$ cat src/rtl/weight_serializer.sv
// rtl/weight_serializer.sv - serialises host weight words MSB-first into a bit-serial weight RAM
// Handshake in WAIT, WIDTH-cycle write burst in SHIFT, one-cycle Done after the last word.
module weight_serializer #(
  parameter int WIDTH  = 10,
  parameter int NWORDS = 65,
  parameter int AW     = 7
) (
  input  logic             Clock,
  input  logic             Rst,
  input  logic             Start,
  input  logic             Abort,
  input  logic             wValid,
  input  logic [WIDTH-1:0] wData,
  output logic             wReady,
  output logic             In,
  output logic             WE,
  output logic [AW-1:0]    Addr,
  output logic             Busy,
  output logic             Done
);

  localparam int CW = (WIDTH > 1) ? $clog2(WIDTH) : 1;

  localparam logic [1:0] ST_IDLE  = 2'd0;
  localparam logic [1:0] ST_WAIT  = 2'd1;
  localparam logic [1:0] ST_SHIFT = 2'd2;
  localparam logic [1:0] ST_DONE  = 2'd3;

  localparam logic [CW-1:0] LAST_BIT  = CW'(WIDTH - 1);
  localparam logic [AW-1:0] LAST_ADDR = AW'(NWORDS - 1);

  logic [1:0]       state;
  logic [WIDTH-1:0] sreg;
  logic [CW-1:0]    bcnt;
  logic [AW-1:0]    addr;

  always_ff @(posedge Clock or posedge Rst) begin
    if (Rst) begin
      state <= ST_IDLE;
      sreg  <= '0;
      bcnt  <= '0;
      addr  <= '0;
    end else if (Abort) begin
      // Abort outranks every other transition and never produces Done
      state <= ST_IDLE;
      bcnt  <= '0;
      addr  <= '0;
    end else begin
      case (state)
        ST_IDLE: begin
          if (Start) begin
            state <= ST_WAIT;
            addr  <= '0;
          end
        end
        ST_WAIT: begin
          if (wValid) begin
            sreg  <= wData;
            bcnt  <= '0;
            state <= ST_SHIFT;
          end
        end
        ST_SHIFT: begin
          sreg <= sreg << 1;
          if (bcnt == LAST_BIT) begin
            bcnt <= '0;
            if (addr == LAST_ADDR) begin
              state <= ST_DONE;
            end else begin
              addr  <= addr + 1'b1;
              state <= ST_WAIT;
            end
          end else begin
            bcnt <= bcnt + 1'b1;
          end
        end
        default: state <= ST_IDLE;
      endcase
    end
  end

  // Outputs decode straight from registered state so Rst clears them without a clock
  assign wReady = (state == ST_WAIT);
  assign WE     = (state == ST_SHIFT);
  assign In     = (state == ST_SHIFT) & sreg[WIDTH-1];
  assign Addr   = addr;
  assign Busy   = (state != ST_IDLE);
  assign Done   = (state == ST_DONE);

endmodule

$ cat config.mk
export PLATFORM = sky130hd
export DESIGN_NAME = weight_serializer
export DESIGN_NICKNAME = d
export VERILOG_FILES = /design/src/rtl/weight_serializer.sv
export SDC_FILE = /design/constraint.sdc
export NUM_CORES = 1
export LEC_CHECK = 0
export CAP_MARGIN = 25
export CELL_PAD_IN_SITES_DETAIL_PLACEMENT = 0
export CELL_PAD_IN_SITES_GLOBAL_PLACEMENT = 1
export CORE_UTILIZATION = 39
export DETAILED_ROUTE_END_ITERATION = 7
export GPL_TIMING_DRIVEN = 0
export PLACE_DENSITY = 0.87
export SETUP_SLACK_MARGIN = 0.4
export SYNTH_ARGS = -nofsm -noshare
export SYNTH_HDL_FRONTEND = slang
export SYNTH_SLANG_ARGS = --single-unit
$ cat constraint.sdc
create_clock -name Clock -period 2.35 [get_ports Clock]
set_clock_uncertainty 0.05 [all_clocks]
set_input_delay 0.47 -clock Clock [delete_from_list [all_inputs] [get_ports Clock]]
set_output_delay 0.47 -clock Clock [all_outputs]
set_load 0.1 [all_outputs]
* After elaboration in Yosys (flattened, before gate mapping)
Cells that the tools add are included.
** Storage, ports and cells
- Flip-flop bits (word level) :: 23
- Latch bits :: 0
- Bits in writable memories :: 0
- Bits in read-only memories :: 0
- Input bits :: 15
- Output and inout port bits :: 12
- Word-level logic and storage cells :: 44
- Memories :: 0
** Cells by class
- Add/subtract/negate cells :: 2
- $mul :: 0
- Divide/modulo/power cells :: 0
- Order comparisons :: 0
- Eq/ne operators :: 10
- Shifts and indexed selects :: 0
- Mux-type cells :: 17
- Bitwise operators :: 2
- Reduce and logical (&&, ||, !) cells :: 9
** Operator list (number)
- 2-to-1 mux 7 bit :: 4
- case mux 10 bit (2 select lines) :: 1
- case mux 7 bit (2 select lines) :: 1
- 2-to-1 mux 4 bit :: 3
- 2-to-1 mux 10 bit :: 1
- 2-to-1 mux 2 bit :: 5
- inequality test 3 bit, second input constant :: 3
- case mux 4 bit (2 select lines) :: 1
- adder 7 x 1 -> 7 bit, second input constant :: 1
- equality test 7 bit, second input constant :: 1
- case mux 2 bit (3 select lines) :: 1
- AND reduction 3 bit :: 2
- nonzero test 3 bit :: 2
- adder 4 x 1 -> 4 bit, second input constant :: 1
- equality test 2 bit, second input constant :: 2
- equality test 4 bit, second input constant :: 1
- AND reduction 4 bit :: 1
- nonzero test 2 bit :: 2
- inequality test 3 x 2 -> 1 bit, second input constant :: 1
- equality test 2 x 1 -> 1 bit, second input constant :: 1
- logical NOT 2 bit :: 1
- inequality test 2 bit, second input constant :: 1
- AND reduction 2 bit :: 1
- bitwise AND 1 bit :: 1
- NOT 1 bit :: 1

* Depth between registers and ports, before layout
Gate-level depths: netlist of the first run.
- Word-level depth :: 5
- Gate-level depth with buffers :: 8
- Mapped depth without buffers :: 6

* Least setup slack after synthesis of the first run
Ideal clock, no wire load.
- Kind :: flip-flop to flip-flop
- Start point :: reg addr[0], in the netlist Addr[0]
- End point :: reg addr[5], in the netlist Addr[5]
- Setup time :: 0.106 ns
- Arrival time :: 2.274 ns
- Required time :: 2.194 ns
- Path slack :: -0.080 ns
- Cell stages (with the launch flop) :: 7
- Buffers on the path :: 0
- Period minus slack after synthesis :: 2.430 ns
- Path through :: dfrtp_1 inv_1 ha_1 nor4b_2 a41oi_2 nand3_1 o41ai_2
** On the way
- Word-level cells in the longest chain between the ends :: 5
- Elaborated cells on any way between the ends :: 8
- Those cells by class :: add/sub (1); eq/ne (2); mux (4); reduce/logical (1)
** Ends and longest elaborated chain
- start: declaration :: line 35 : logic [AW-1:0] addr;
- start signal: assignment :: line 70 : addr <= addr + 1'b1;
- adder 7 x 1 -> 7 bit :: line 70
- 2-to-1 mux 7 bit :: line 67 : if (addr == LAST_ADDR) begin
- 2-to-1 mux 7 bit :: line 65 : if (bcnt == LAST_BIT) begin
- case mux 7 bit (2 select lines) :: line 49 : case (state)
- 2-to-1 mux 7 bit :: line 43 : end else if (Abort) begin
Parallel ways exist; a longest one is shown, timed or not. The select of a mux whose other input is x is not followed.
A chain may end at the register's enable or synchronous reset.

* Worst setup path after layout of the first run
- Start point :: reg state[0]
- End point :: out In
** On the way
- Word-level cells in the longest chain between the ends :: 2
** Ends and longest elaborated chain
- start: declaration :: line 32 : logic [1:0] state;
- start signal: assignment :: line 39 : state <= ST_IDLE;
- start signal: assignment :: line 45 : state <= ST_IDLE;
- start signal: assignment :: line 52 : state <= ST_WAIT;
- equality test 2 bit :: line 85 : assign In = (state == ST_SHIFT) & sreg[WIDTH-1];
- bitwise AND 1 bit :: line 85
- end: declaration :: line 15 : output logic In,
No other way between the ends.

==> qor.txt, run 1 <==
ANT cells: 0
Clock period minus worst slack: 1917 ps
Initial antenna violation count: 0
Layout cells sized above 1: 33.15%
Vias after detailed routing: 1172
First DRT Iteration DRCs: 41
Grt ovf: 0
Clk slew on worst S/H paths: 130 ps
Routed WL per cell: 13.29 um
Drt pass-1 iters: 4
Worst-Skew Late Latency: 310 ps
Detailed Place HPWL: 2154 um
Die X-Extent: 61.19 um
Final setup margin: 433.2 ps
Pwr/cell area: 1023 nW/um2
Inst Count DP: 210
RSZ-0062 raised after global routing: true
Ys async rst share: 100.0%
Largest net degree at the start of global routing: 24
Crit path launch type: register
Cell taking the most area after synthesis: dfrtp_1
Max-cap violations: 0
Status: complete, no violations
Slew of the pin with the lowest slew margin: 888.2 ps
Synth Cell Area: 1366 um2
First-pass GRT wire length: 4857 um
Worst hold path type: reg2reg
Final Hold Viols: 0
Cells after Synth: 138
Aggregate global-route resource usage: 17.62%
# IOs: 27
Final ANT Viol Nets: 0
Fmax: 0.5217 GHz
Fin cells: 224
WS Path Type: reg2out
CP arrival: 1400 ps
Yosys top cell area share: 42.12%
Clock root buffer: clkbuf_4
Sequential area share after synthesis: 42.12%
Top area cells in the synthesized netlist: dfrtp_1 (42%), mux2i_1 (8.8%), ha_1 (8.2%), a21oi_1 (4.0%), nor2_1 (3.3%)
Post-synth cell types: 37
Max-slew violations: 0
Nets@finish: 203
Clock buffer depth: 2
CTS buffer count: 3
# clock sinks: 23
Site Rows: 21
Yosys warning count: 0
Rel. slew slack: 40.72%
Area Growth Syn to Fin: 40.20%
Syn Nets: 162
Final wirelength: 2977 um
CTS tree: yes
Final setup viols: 0
IO buf count: 26
Lkg Pwr: 0.7912 nW
Ys flop type: dfrtp_1
Post-route clock period utilization: 81.56%
Place WS: -319.8 ps
Critical path required time: 1830 ps
Max VDD drop: 589.8 uV
RePlAce Congestion: 0.8310
CTS Hold Buffers Added: 0
Number of flops mapped to enable cells by yosys: 0
Die ar.: 3744 um2
Seq cells post-synth: 23
H-tree levels: 1
Avg Inst Size Synth: 9.901 um2
Via-to-Cell Ratio: 5.232
Total core area: 3337 um2
DRC: 0
Worst setup EP type: output port
CP Max Fanout: 4
Initial core utilization: 40.94%
Vias in the first global route: 1085
Die H: 61.19 um
## kinds of logic (layout without fill, tap and decap cells)
group           after synthesis  count (layout)  share of synthesized area (%)
compound gates               33              33                          17.31
fa+ha+maj                     9               9                          8.242
buf+inv                      16              56                          5.494
flops                        23              23                          42.12
mux                          12              12                          8.792
simple gates                 45              45                          18.04
## worst max-delay path, stage by stage (launching register included)
cell and delay (ps):
dfrtp_2 460, inv_2 130, ha_4 160, and2_2 160
buf_12 170
## power by group
part | internal (mW) | leakage [nW] | switching, mW | total (mW)
clock network | 0.0662 | 0.0150 | 0.119 | 0.185
logic | 0.468 | 0.501 | 0.710 | 1.18
registers | 0.513 | 0.275 | 0.0835 | 0.597
total | 1.05 | 0.791 | 0.912 | 1.96
## synth_stat cells, drive strengths merged (2+ instances only)
| library cell | n |
|---|---|
| inv | 9 |
| a32o | 3 |
| o41ai | 2 |
| dfrtp | 23 |
| nand2b | 4 |
| clkbuf | 4 |
| nor3 | 3 |
| a41oi | 2 |
| mux2i | 12 |
| nor2 | 12 |
| a21oi | 11 |
| buf | 3 |
| o22a | 2 |
| nor2b | 3 |
| ha | 9 |
| nand3b | 2 |
| and2 | 2 |
| nor3b | 2 |
| nand3 | 8 |
| o21ai | 7 |
| nand2 | 5 |
## registers in the layout (all words and copies together) (netlist names)
name	count
state	2
Addr	7
sreg	10
bcnt	4
## layout make-up
type	instances	area, um2
fillers	314	1421
multi-input cells	99	809.5
flip-flops and latches	23	591.8
repair buffers	36	346.6
well taps	46	57.56
plain buffers	7	45.04
inverters	9	38.79
clock buffers	4	26.28
## per-stage QoR
stage | setup TNS, ps | cell area [um2] | hold slack [ps] | power [mW] | utilization, %
6_report | 0 | 1916 | 450.2 | 1.960 | 57.41
5_1_grt | 0 | 1916 | 496.7 | 2.098 | 57.41
4_1_cts | 0 | 1804 | 458.4 | 1.876 | 54.07
3_5_place_dp | -732.3 | 1750 | 433.3 | 1.646 | 52.46
3_3_place_gp | -630.8 | 1750 | 417.4 | 1.616 | 52.46
2_1_floorplan | 0 | 1433 | 389.0 | 1.442 | -
## layout by cell type, fill, tap and decap left out, types with 3 or more instances in the layout
master and n:
clkbuf_2 3, a32o_1 3, nand2_1 5, clkdlybuf4s50_1 13, inv_1 6, clkdlybuf4s15_2 7
dfrtp_1 14, buf_4 14, ha_4 4, a21oi_1 11, nor2_1 12, nand3_1 7
o21ai_0 5, mux2i_1 12, nand2b_1 4, dfrtp_2 7, clkbuf_4 4, ha_1 4
## metal layers
layer	vias to the layer above	global-route usage, %	share of wire (%)
met3	4	2.101	3.3
li1	576	-	-
met2	23	29.50	52
met1	569	22.12	44
met5	-	0	0
met4	0	9.740	0.71
## worst paths after layout
| kind | to | from | depth (start not counted) | slack (ps) |
|---|---|---|---|---|
| worst max-delay path | In | state[0]$_DFFE_PP0P_ | 4 | 430 |
| worst min-delay path | bcnt[3]$_DFFE_PP0P_ | bcnt[3]$_DFFE_PP0P_ | 1 | 450 |
| worst max register to register | Addr[3]$_DFFE_PP0P_ | state[0]$_DFFE_PP0P_ | 8 | 450 |
| worst min register to register | bcnt[3]$_DFFE_PP0P_ | bcnt[3]$_DFFE_PP0P_ | 1 | 450 |
| max in group asynchronous | Addr[0]$_DFFE_PP0P_ | Rst | 2 | 1030 |
| min in group asynchronous | Addr[3]$_DFFE_PP0P_ | Rst | 2 | 580 |
## timing repair
| item | 4_1_cts | 5_1_grt |
|---|---|---|
| gates resized for setup | 58 | 14 |
| buffers inserted | 2 | 8 |
| pin swaps | 1 | 1 |
| endpoints found under the setup margin | 20 | 18 |
Power figures use the tool's default switching activity.
==> run 2, diff against run 1 <==
==> constraint.sdc (replaced) <==
create_clock -name Clock -period 1.9 [get_ports Clock]
set_clock_uncertainty 0.05 [all_clocks]
set_input_delay 0.38 -clock Clock [delete_from_list [all_inputs] [get_ports Clock]]
set_output_delay 0.38 -clock Clock [all_outputs]
set_load 0.1 [all_outputs]
==> qor.txt, run 2 (synthesized netlist as in run 1, its figures left out) <==
First-pass GRT wire length: 5775 um
Grt ovf: 0
Post-Route Utilization: 72.70%
Die X-Extent: 61.19 um
Die ar.: 3744 um2
Final wirelength: 3803 um
Initial antenna violation count: 0
Reg with most FFs: sreg
Site Rows: 21
Fmax: 0.5359 GHz
Largest net degree at the start of global routing: 24
Nets@finish: 222
Detailed Place HPWL: 2146 um
Worst setup EP type: register
Worst hold path type: reg2reg
Layout cells sized above 1: 56.35%
Clk slew on worst S/H paths: 130 ps
Final setup viols: 0
RePlAce Congestion: 0.7778
Final ANT Viol Nets: 0
Drt pass-1 iters: 4
First DRT Iteration DRCs: 35
R2R Setup Slk: 30 ps
Aggregate global-route resource usage: 21.39%
CP arrival: 2030 ps
ANT cells: 0
Worst-Skew Late Latency: 310 ps
Crit path launch type: register
Critical path required time: 2070 ps
Status: complete, no violations
Routed WL per cell: 15.65 um
CP Max Fanout: 4
Pwr/cell area: 1379 nW/um2
Setup TNS: 0 ps
Clock root buffer: clkbuf_4
Post-route clock period utilization: 98.21%
# clock sinks: 23
Vias after detailed routing: 1307
Slew of the pin with the lowest slew margin: 906.3 ps
Rel. slew slack: 39.52%
CTS Hold Buffers Added: 0
RSZ-0062 raised after global routing: true
Final Hold Viols: 0
Initial core utilization: 40.94%
Largest register FFs: 10
Total core area: 3337 um2
Most common cell after layout, fill and taps aside: buf_4
DRC: 0
Lkg Pwr: 0.9866 nW
Clock buffer depth: 2
H-tree levels: 1
Max-cap violations: 0
CTS tree: yes
IO buf count: 26
Area Growth Syn to Fin: 77.56%
Die H: 61.19 um
Clock period minus worst slack: 1866 ps
WHS: 435.8 ps
Most frequent cells in the layout: buf_4 (20), buf_6 (15), dfrtp_1 (14), clkdlybuf4s50_1 (13), mux2i_1 (11)
Max VDD drop: 1030 uV
Max-slew violations: 0
# IOs: 27
WS Path Type: reg2reg
Vias in the first global route: 1224
CTS buffer count: 3
Via-to-Cell Ratio: 5.379
==> run 2: area by class of cell <==
type	instances	area, um2
multi-input cells	99	1017
fillers	249	910.9
repair buffers	55	598.1
flip-flops and latches	23	591.8
plain buffers	7	87.58
well taps	46	57.56
inverters	9	47.55
clock buffers	4	26.28
==> run 2: final timing paths <==
path	startpoint	end	depth (start not counted)
worst max-delay path	Addr[0]$_DFFE_PP0P_	Addr[5]$_DFFE_PP0P_	8
worst min-delay path	bcnt[3]$_DFFE_PP0P_	bcnt[3]$_DFFE_PP0P_	1
worst max register to register	Addr[0]$_DFFE_PP0P_	Addr[5]$_DFFE_PP0P_	8
worst min register to register	bcnt[3]$_DFFE_PP0P_	bcnt[3]$_DFFE_PP0P_	1
max in group asynchronous	Rst	Addr[1]$_DFFE_PP0P_	2
min in group asynchronous	Rst	Addr[3]$_DFFE_PP0P_	2
==> run 2: repair_timing <==
action,in CTS,in global routing
cloned,1,1
setup endpoints to repair,35,33
pin swaps,11,14
resized for setup,124,35
setup buffers,20,7
==> run 2: through the flow <==
step | setup WS [ps] | instance area (um2) | total power, mW | instances
final | 34.05 | 2426 | 3.344 | 243
after detailed placement | -603.7 | 1828 | 2.173 | 210
after global routing | -11.03 | 2426 | 3.510 | 243
after global placement | -588.4 | 1828 | 2.124 | 210
after floorplan | -48.01 | 1510 | 1.905 | 138
after CTS | 53.38 | 2202 | 2.932 | 235
==> run 2: per-layer routing <==
metal  wire, um  up-vias  GRT usage [%]  share of wire, %
li1           -      614              -                 -
met1       1515      648          26.05                40
met2       2095       39          37.58                55
met3        150        6          2.941               3.9
met4         42        0          9.416               1.1
met5          0        -              0                 0
==> run 2: worst max-delay path, cell delays in order, from the launching register on <==
cell and delay (ps):
dfrtp_4 530, inv_4 70, ha_4 120, nor4b_4 280, a41oi_4 190, buf_6 170
buf_6 110, a31o_4 200, o41ai_2 40
==> run 2: where the power goes <==
group	internal (mW)	switching (mW)	total, mW	leakage, nW
clock network	0.0819	0.150	0.232	0.0150
logic	1.16	1.18	2.33	0.696
registers	0.635	0.146	0.782	0.275
total	1.87	1.47	3.34	0.987
==> run 3, diff against run 2 <==
--- a/config.mk
+++ b/config.mk
@@ -10,7 +10,6 @@
 export CELL_PAD_IN_SITES_GLOBAL_PLACEMENT = 1
 export CORE_UTILIZATION = 39
 export DETAILED_ROUTE_END_ITERATION = 7
-export GPL_TIMING_DRIVEN = 0
 export PLACE_DENSITY = 0.87
 export SETUP_SLACK_MARGIN = 0.4
 export SYNTH_ARGS = -nofsm -noshare
==> qor.txt, run 3 (synthesized netlist as in run 1, its figures left out) <==
Max-cap violations: 0
CP Max Fanout: 4
Via-to-Cell Ratio: 5.285
Worst r2r src: state[0]$_DFFE_PP0P_
WHS: 362.1 ps
Clock period minus worst slack: 1764 ps
CTS buffer count: 3
CTS tree: yes
First DRT Iteration DRCs: 49
Finished layout cell area: 2400 um2
Fmax: 0.5669 GHz
# clock sinks: 23
Final Hold Viols: 0
Clock buffer depth: 2
Max-slew violations: 0
Post-Route Utilization: 71.92%
Reg with most FFs: sreg
Slew of the pin with the lowest slew margin: 299.3 ps
WS Path Type: reg2out
IO buf count: 26
Worst hold path type: in2async
Die ar.: 3744 um2
Final wirelength: 3542 um
Die X-Extent: 61.19 um
First-pass GRT wire length: 5333 um
Fin cells: 239
Fill count: 241
Post-route clock period utilization: 92.83%
Site Rows: 21
Vias after detailed routing: 1263
R2R Setup Slk: 150 ps
Worst-Skew Late Latency: 310 ps
Clk slew on worst S/H paths: 130 ps
Critical path required time: 1470 ps
Area Growth Syn to Fin: 75.64%
Worst Reg-to-Reg Cells: 6
Routed WL per cell: 14.82 um
H-tree levels: 1
Nets@finish: 218
Rel. slew slack: 79.84%
Initial antenna violation count: 0
CP arrival: 1330 ps
Largest register FFs: 10
Largest net degree at the start of global routing: 24
Final setup viols: 0
Setup TNS: 0 ps
Most frequent cells in the layout: buf_4 (22), dfrtp_1 (14), clkdlybuf4s50_1 (13), buf_12 (13), mux2i_1 (11)
Drt pass-1 iters: 4
Lkg Pwr: 0.9731 nW
Reg2Reg Capture Point: bcnt[3]$_DFFE_PP0P_
Worst setup EP type: output port
Grt ovf: 0
Final ANT Viol Nets: 0
Crit path launch type: register
Aggregate global-route resource usage: 19.63%
Inst Count DP: 220
Die H: 61.19 um
Clock root buffer: clkbuf_4
RePlAce Congestion: 0.8204
ANT cells: 0
Detailed Place HPWL: 2274 um
Status: complete, no violations
# IOs: 27
DRC: 0
Layout cells sized above 1: 56.99%
Total core area: 3337 um2
Most common cell after layout, fill and taps aside: buf_4
Pwr/cell area: 1317 nW/um2
Max VDD drop: 851.4 uV
CTS Hold Buffers Added: 0
Vias in the first global route: 1240
RSZ-0062 raised after global routing: true
Initial core utilization: 40.94%
Area after DPL: 2019 um2
run 3: where the power goes:
part	switching (mW)	internal (mW)
Clock	0.146	0.0819
Combinational	1.12	1.03
Sequential	0.147	0.635
Total	1.41	1.75
run 3: per-layer routing:
layer	up-vias	share of wire, %	track usage, %	wire [um]
met4	0	1.4	10.39	51
li1	602	-	-	-
met2	25	55	35.25	1942
met1	630	41	22.27	1436
met3	6	3.1	3.151	111
met5	-	0	0	0
run 3: worst max-delay path by stage:
stage,to,start,cells past startpoint,slack (ps)
after CTS,In,state[0]$_DFFE_PP0P_,4,120
after global routing,Addr[6]$_DFFE_PP0P_,bcnt[1]$_DFFE_PP0P_,6,80
final,In,state[0]$_DFFE_PP0P_,4,140
after detailed placement,Addr[6]$_DFFE_PP0P_,Abort,5,-80
after global placement,Addr[4]$_DFFE_PP0P_,Abort,5,-50
after floorplan,Addr[6]$_DFFE_PP0P_,Addr[1]$_DFFE_PP0P_,7,-50
run 3: what timing repair did:
| action | in CTS | in global routing |
|---|---|---|
| pin swaps | 9 | 8 |
| gates resized for setup | 31 | 27 |
| endpoints found under the setup margin | 28 | 30 |
| buffers inserted | 11 | 2 |
| cloned | 2 | 0 |
run 3: area by class of cell:
class | count | area (um2) | area share, %
inverter | 9 | 47.55 | 1.981
tap | 46 | 57.56 | 2.398
timing repair buffer | 58 | 669.4 | 27.89
sequential | 23 | 591.8 | 24.66
multi-input combinational | 99 | 1007 | 41.97
clock buffer | 4 | 26.28 | 1.095
run 3: per-stage QoR:
step	power (mW)	worst slack, ps
after floorplan	1.905	-48.01
after global placement	2.313	-48.77
after detailed placement	2.362	-83.35
after CTS	2.951	120.1
after global routing	3.332	80.84
final	3.162	136.2
run 3: critical path: stages (launching register included):
cell	delay (ps)
dfrtp_2	450
inv_4	100
ha_4	160
and2_4	150
buf_12	160
